[src/rtl/mips_cpu_bus_pkg.sv]
// Shared types and constants for the core-to-memory bus arbiter.
package mips_cpu_bus_pkg;

  localparam int unsigned BUS_W = 32;
  localparam int unsigned BE_W  = 4;

  typedef enum logic [2:0] {
    ARB_IDLE,
    ARB_DATA,
    ARB_FETCH,
    ARB_STEP,
    ARB_HALT,
    ARB_ERROR
  } arb_state_t;

  localparam logic [BE_W-1:0]  AVM_BE_WORD  = 4'hF;
  localparam logic [BUS_W-1:0] RESET_VECTOR = 32'hBFC00000;

endpackage

[src/rtl/mips_cpu_wait_timer.sv]
// Per-transfer count of consecutive waitrequest cycles; flags the cycle that reaches WAIT_LIMIT.
module mips_cpu_wait_timer #(
  parameter int unsigned WAIT_LIMIT = 1024
) (
  input  logic clk,
  input  logic reset,
  input  logic start_i,
  input  logic active_i,
  input  logic wait_i,
  output logic limit_hit_c
);

  localparam int unsigned     CNT_W    = (WAIT_LIMIT > 1) ? $clog2(WAIT_LIMIT) : 1;
  localparam logic [CNT_W-1:0] CNT_LAST = CNT_W'(WAIT_LIMIT - 1);

  logic [CNT_W-1:0] cnt_q, cnt_d;

  // Saturating so an unlimited configuration never wraps into a false hit.
  always_comb begin
    cnt_d = cnt_q;
    if (start_i) begin
      cnt_d = '0;
    end else if (active_i && wait_i && (cnt_q != '1)) begin
      cnt_d = cnt_q + CNT_W'(1);
    end
  end

  always_ff @(posedge clk) begin
    if (reset) cnt_q <= '0;
    else       cnt_q <= cnt_d;
  end

  assign limit_hit_c = (WAIT_LIMIT != 0) && active_i && wait_i && (cnt_q == CNT_LAST);

endmodule

[src/rtl/mips_cpu_bus_arbiter.sv]
// Shares one Avalon-MM master between core data and fetch ports, pacing the core one step at a time.
// Optional perf counters enabled by defining MIPS_ARB_PERF_EN.
module mips_cpu_bus_arbiter
  import mips_cpu_bus_pkg::*;
#(
  parameter int unsigned WAIT_LIMIT = 1024
`ifdef MIPS_ARB_PERF_EN
  , parameter int unsigned PERF_W = 32
`endif
) (
  input  logic             clk,
  input  logic             reset,
  input  logic             core_active,
  output logic             core_clk_enable,
  input  logic [BUS_W-1:0] instr_address,
  output logic [BUS_W-1:0] instr_readdata,
  input  logic             data_read,
  input  logic             data_write,
  input  logic [BUS_W-1:0] data_address,
  input  logic [BE_W-1:0]  data_byteenable,
  input  logic [BUS_W-1:0] data_writedata,
  output logic [BUS_W-1:0] data_readdata,
  output logic [BUS_W-1:0] avm_address,
  output logic             avm_read,
  output logic             avm_write,
  output logic [BE_W-1:0]  avm_byteenable,
  output logic [BUS_W-1:0] avm_writedata,
  input  logic [BUS_W-1:0] avm_readdata,
  input  logic             avm_waitrequest,
  output logic             bus_error
`ifdef MIPS_ARB_PERF_EN
  , output logic [PERF_W-1:0] perf_steps,
  output logic [PERF_W-1:0] perf_wait_cycles
`endif
);

  arb_state_t       state_q, state_d;
  logic [BUS_W-1:0] addr_q, addr_d;
  logic             rd_q, rd_d;
  logic             wr_q, wr_d;
  logic [BE_W-1:0]  be_q, be_d;
  logic [BUS_W-1:0] wdata_q, wdata_d;
  logic [BUS_W-1:0] instr_q, instr_d;
  logic [BUS_W-1:0] dread_q, dread_d;
  logic             cke_q, cke_d;
  logic             err_q, err_d;
  logic             timer_start;
  logic             limit_hit;

  mips_cpu_wait_timer #(.WAIT_LIMIT(WAIT_LIMIT)) u_wait_timer (
    .clk         (clk),
    .reset       (reset),
    .start_i     (timer_start),
    .active_i    (rd_q | wr_q),
    .wait_i      (avm_waitrequest),
    .limit_hit_c (limit_hit)
  );

  // Next state and next values of every registered output.
  always_comb begin
    state_d     = state_q;
    addr_d      = addr_q;
    rd_d        = rd_q;
    wr_d        = wr_q;
    be_d        = be_q;
    wdata_d     = wdata_q;
    instr_d     = instr_q;
    dread_d     = dread_q;
    cke_d       = 1'b0;
    err_d       = err_q;
    timer_start = 1'b0;
    case (state_q)
      ARB_IDLE: begin
        if (!core_active) begin
          state_d = ARB_HALT;
        end else if (data_read || data_write) begin
          state_d     = ARB_DATA;
          addr_d      = data_address;
          be_d        = data_byteenable;
          wdata_d     = data_writedata;
          wr_d        = data_write;
          rd_d        = !data_write;
          timer_start = 1'b1;
        end else begin
          state_d     = ARB_FETCH;
          addr_d      = instr_address;
          be_d        = AVM_BE_WORD;
          rd_d        = 1'b1;
          wr_d        = 1'b0;
          timer_start = 1'b1;
        end
      end
      ARB_DATA: begin
        if (limit_hit) begin
          state_d = ARB_ERROR;
          rd_d    = 1'b0;
          wr_d    = 1'b0;
          err_d   = 1'b1;
        end else if (!avm_waitrequest) begin
          if (rd_q) dread_d = avm_readdata;
          state_d     = ARB_FETCH;
          addr_d      = instr_address;
          be_d        = AVM_BE_WORD;
          rd_d        = 1'b1;
          wr_d        = 1'b0;
          timer_start = 1'b1;
        end
      end
      ARB_FETCH: begin
        if (limit_hit) begin
          state_d = ARB_ERROR;
          rd_d    = 1'b0;
          err_d   = 1'b1;
        end else if (!avm_waitrequest) begin
          instr_d = avm_readdata;
          rd_d    = 1'b0;
          cke_d   = 1'b1;
          state_d = ARB_STEP;
        end
      end
      ARB_STEP:  state_d = ARB_IDLE;
      ARB_HALT:  state_d = ARB_HALT;
      ARB_ERROR: state_d = ARB_ERROR;
      default:   state_d = ARB_IDLE;
    endcase
  end

  always_ff @(posedge clk) begin
    if (reset) begin
      state_q <= ARB_IDLE;
      addr_q  <= '0;
      rd_q    <= 1'b0;
      wr_q    <= 1'b0;
      be_q    <= '0;
      wdata_q <= '0;
      instr_q <= '0;
      dread_q <= '0;
      cke_q   <= 1'b0;
      err_q   <= 1'b0;
    end else begin
      state_q <= state_d;
      addr_q  <= addr_d;
      rd_q    <= rd_d;
      wr_q    <= wr_d;
      be_q    <= be_d;
      wdata_q <= wdata_d;
      instr_q <= instr_d;
      dread_q <= dread_d;
      cke_q   <= cke_d;
      err_q   <= err_d;
    end
  end

  assign core_clk_enable = cke_q;
  assign instr_readdata  = instr_q;
  assign data_readdata   = dread_q;
  assign avm_address     = addr_q;
  assign avm_read        = rd_q;
  assign avm_write       = wr_q;
  assign avm_byteenable  = be_q;
  assign avm_writedata   = wdata_q;
  assign bus_error       = err_q;

`ifdef MIPS_ARB_PERF_EN
  logic [PERF_W-1:0] perf_steps_q, perf_wait_q;

  // Saturating event counters: completed steps and stalled strobe cycles.
  always_ff @(posedge clk) begin
    if (reset) begin
      perf_steps_q <= '0;
      perf_wait_q  <= '0;
    end else begin
      if ((state_q == ARB_STEP) && (perf_steps_q != '1))
        perf_steps_q <= perf_steps_q + PERF_W'(1);
      if ((rd_q || wr_q) && avm_waitrequest && (perf_wait_q != '1))
        perf_wait_q <= perf_wait_q + PERF_W'(1);
    end
  end

  assign perf_steps       = perf_steps_q;
  assign perf_wait_cycles = perf_wait_q;
`endif

endmodule

[config.mk]
export PLATFORM = sky130hd
export DESIGN_NAME = mips_cpu_bus_arbiter
export DESIGN_NICKNAME = d
export VERILOG_FILES = /design/src/rtl/mips_cpu_bus_pkg.sv /design/src/rtl/mips_cpu_wait_timer.sv /design/src/rtl/mips_cpu_bus_arbiter.sv
export SDC_FILE = /design/constraint.sdc
export NUM_CORES = 1
export LEC_CHECK = 0
export ABC_AREA = 1
export CAP_MARGIN = 5
export CELL_PAD_IN_SITES_DETAIL_PLACEMENT = 1
export CELL_PAD_IN_SITES_GLOBAL_PLACEMENT = 2
export CORE_MARGIN = 1
export CORE_UTILIZATION = 23
export CTS_BUF_LIST = sky130_fd_sc_hd__clkbuf_16
export DETAILED_ROUTE_END_ITERATION = 10
export GPL_TIMING_DRIVEN = 0
export PLACE_DENSITY_LB_ADDON = 0.25
export SLEW_MARGIN = 20
export SYNTH_ARGS = -nofsm -noshare
export SYNTH_HDL_FRONTEND = slang
export SYNTH_SLANG_ARGS = --single-unit
[constraint.sdc]
create_clock -name clk -period 2.6 [get_ports clk]
set_input_delay 0.52 -clock clk [delete_from_list [all_inputs] [get_ports clk]]
set_output_delay 0.52 -clock clk [all_outputs]
set_load 0.005 [all_outputs]
==> flow_summary.json <==
{
  "hold_buffers": 0,
  "crit_path_max_incr_delay_ns": 0.58,
  "n_antenna_cell": 0,
  "via_per_inst": 4.45,
  "cts_tree": "built",
  "fin_crit_ns": 1.94,
  "critPathKind": "flop to primary output",
  "synth_area_um2": 5840,
  "worstSetupEndpointType": "primary output",
  "drc": 0,
  "drt_iter0_drc": 241,
  "timing.rr.start": "state_q[2]",
  "synth_edf_count": 0,
  "wl_met3_um": 2130,
  "p_leak_nw": 3.46,
  "top_layer": "met5",
  "ir_drop_v": 0.000382,
  "initial_utilization_pct": 23.7,
  "worstSetupStartpointType": "flop",
  "wl_met1_um": 10200,
  "relSlewSlack_pct": 63.4,
  "grt_pass1_vias": 6548,
  "gp_congestion": 0.742,
  "fin_tns_setup_ns": 0,
  "grt_pass1_wl_um": 36100,
  "wl_per_cell_um": 16.5,
  "rsz0062_at_grt": "false",
  "yosysWarnings": 0,
  "holdPathEnd": "bus_error",
  "crit_chain": "clkdlybuf4s50_1",
  "hp-start": "reset",
  "synth_top_area_share_pct": 51.1,
  "clkLatencyLatePin_ns": 0.43,
  "clock_skew_ns": 0.0117,
  "cts_num_sinks": 149,
  "fmax_mhz": 515,
  "slew_viol_final": 0,
  "r2r-end": "avm_writedata[21]",
  "drive_gt1_share_pct": 7.13,
  "synthDistinctLibCells": 28,
  "synthTopCellsByArea": "dfxtp_1 51%, o21ai_0 8.7%, a21oi_1 6.9%",
  "rows": 57,
  "ys_ff_latch": 149,
  "synth_nets": 901,
  "critical_path.max_fanout": 4,
  "ios": 274,
  "cts_buffers": 17,
  "seqCellArea_um2": 2980,
  "port_buffers": 272,
  "synthArstFlopShare_pct": 0,
  "cp.arrival_ns": 1.42,
  "p_total_mw": 8.84,
  "num_vias": 6183,
  "synthTopCellsByCount": "149 x dfxtp_1, 108 x nand2_1, 101 x o21ai_0",
  "synthCells": 762,
  "multi_input_area_um2": 2420,
  "wl_met2_um": 10400,
  "synth_top_cell_by_area": "dfxtp_1",
  "grt.total_usage_pct": 17.9,
  "ys.flop_type": "dfxtp_1",
  "root_buffer": "clkbuf_16",
  "critical_path_required_ns": 2.08,
  "path_clk_slew_ns": 0.07,
  "avgSynthCellArea_um2": 7.66,
  "tightest_slew_ns": 0.549,
  "hold_depth": 2,
  "finalSetupViolCount": 0,
  "hp-class": "input pin to flop",
  "grt_overflow": 0,
  "fin_nets": 1192,
  "wirelength_um": 22900,
  "fillers": 2977,
  "fp.dieW_um": 161,
  "max-clock-path-buffers": 2,
  "cts_htree_levels": 4,
  "hpwl_um": 17500,
  "synth_most_common_cell": "dfxtp_1",
  "ant_nets": 0,
  "r2r_slack_ns": 0.95,
  "post_cts_buffers": 0,
  "first_pass_iters": 4,
  "area_growth_pct": 63.5,
  "finalCritPeriodShare_pct": 74.7,
  "status": "finished, final reports clean",
  "antenna_found_initial": 1,
  "cts_resized": 0,
  "coreArea_um2": 24600,
  "cp_num_buf_inv": 1,
  "design.die.area_um2": 26000,
  "rr_worst_depth": 7,
  "slowest_stage": "clkdlybuf4s50_1",
  "critPathTopFamily": "buffers and inverters",
  "die_h_um": 161,
  "grt_max_degree": 17,
  "power.density_nw_per_um2": 926,
  "crit_path_start": "avm_read",
  "drv_cap": 0,
  "synth-seq-area-share_pct": 51.1,
  "hold_viol": 0
}
cells by family after synthesis:
family | synth area share, %
flops | 51.1
fa+ha+maj | 0.214
simple gates | 21.3
buf+inv | 7.44
xor+xnor | 0.300
compound gates | 19.7
worst max path at each step:
| stage | cells after the start | endpoint | slack [ns] |
|---|---|---|---|
| after floorplan | 6 | avm_writedata[0] | 1.16 |
| after global placement | 7 | u_wait_timer.cnt_q[3] | 0.30 |
| after detailed placement | 7 | avm_writedata[16] | 0.26 |
| after CTS | 1 | avm_read | 0.63 |
| after global routing | 6 | data_readdata[9] | 0.58 |
| final | 1 | avm_read | 0.66 |
registers in the layout (all words and copies together), names as in the netlist:
name	count
core_clk_enable	1
state_q	3
bus_error	1
instr_readdata	32
avm_byteenable	4
avm_write	1
avm_writedata	32
u_wait_timer.cnt_q	10
avm_read	1
avm_address	32
data_readdata	32
cell type report:
| cell class | instances | share of cell area, % |
|---|---|---|
| Timing Repair Buffer | 272 | 28.5 |
| Clock inverter | 15 | 1.61 |
| Sequential cell | 149 | 31.2 |
| Inverter | 51 | 2.01 |
| Tap cell | 324 | 4.25 |
| Multi-Input combinational cell | 510 | 25.4 |
| Buffer | 52 | 2.54 |
| Clock buffer | 17 | 4.46 |
layout by cell type (no fill, tap or decap), types with 2 or more instances in the layout:
master and count:
nor2_1 81, buf_1 2, clkdlybuf4s50_1 272, inv_8 3, nand3b_1 2, dfxtp_1 149
inv_1 45, a21oi_1 81, nand3_1 76, nand2_1 108, inv_2 6, o21ai_1 5
o21ai_0 101, buf_2 16, inv_6 7, nand4_1 3, clkbuf_16 17, nor2_2 5
nand2_2 6, clkbuf_1 26, clkinvlp_4 2, a31oi_1 33, buf_4 7
power breakdown:
part / switching, mW / total [mW] / internal [mW]
registers: 0.307 / 3.13 / 2.82
logic: 1.64 / 3.21 / 1.57
clock network: 1.14 / 2.50 / 1.36
total: 3.09 / 8.84 / 5.75
layer usage:
metal / global-route usage [%] / vias up
met2: 29.2 / 200
met5: 0 / -
met4: 4.67 / 2
met1: 21.7 / 2825
met3: 7.52 / 16
li1: - / 3140
metrics by stage:
| stage | util (%) | setup WS [ns] | std cells | hold WS [ns] | cell area, µm² |
|---|---|---|---|---|---|
| 6_report | 38.8 | 0.658 | 1390 | 0.438 | 9550 |
| 5_1_grt | 38.8 | 0.585 | 1390 | 0.465 | 9550 |
| 4_1_cts | 38.8 | 0.628 | 1390 | 0.446 | 9550 |
| 3_5_place_dp | 36.4 | 0.259 | 1358 | 0.436 | 8970 |
| 3_3_place_gp | 36.4 | 0.297 | 1358 | 0.432 | 8970 |
| 2_1_floorplan | - | 1.16 | 762 | 0.440 | 5840 |
No activity file was read; power rests on OpenSTA's default activity.
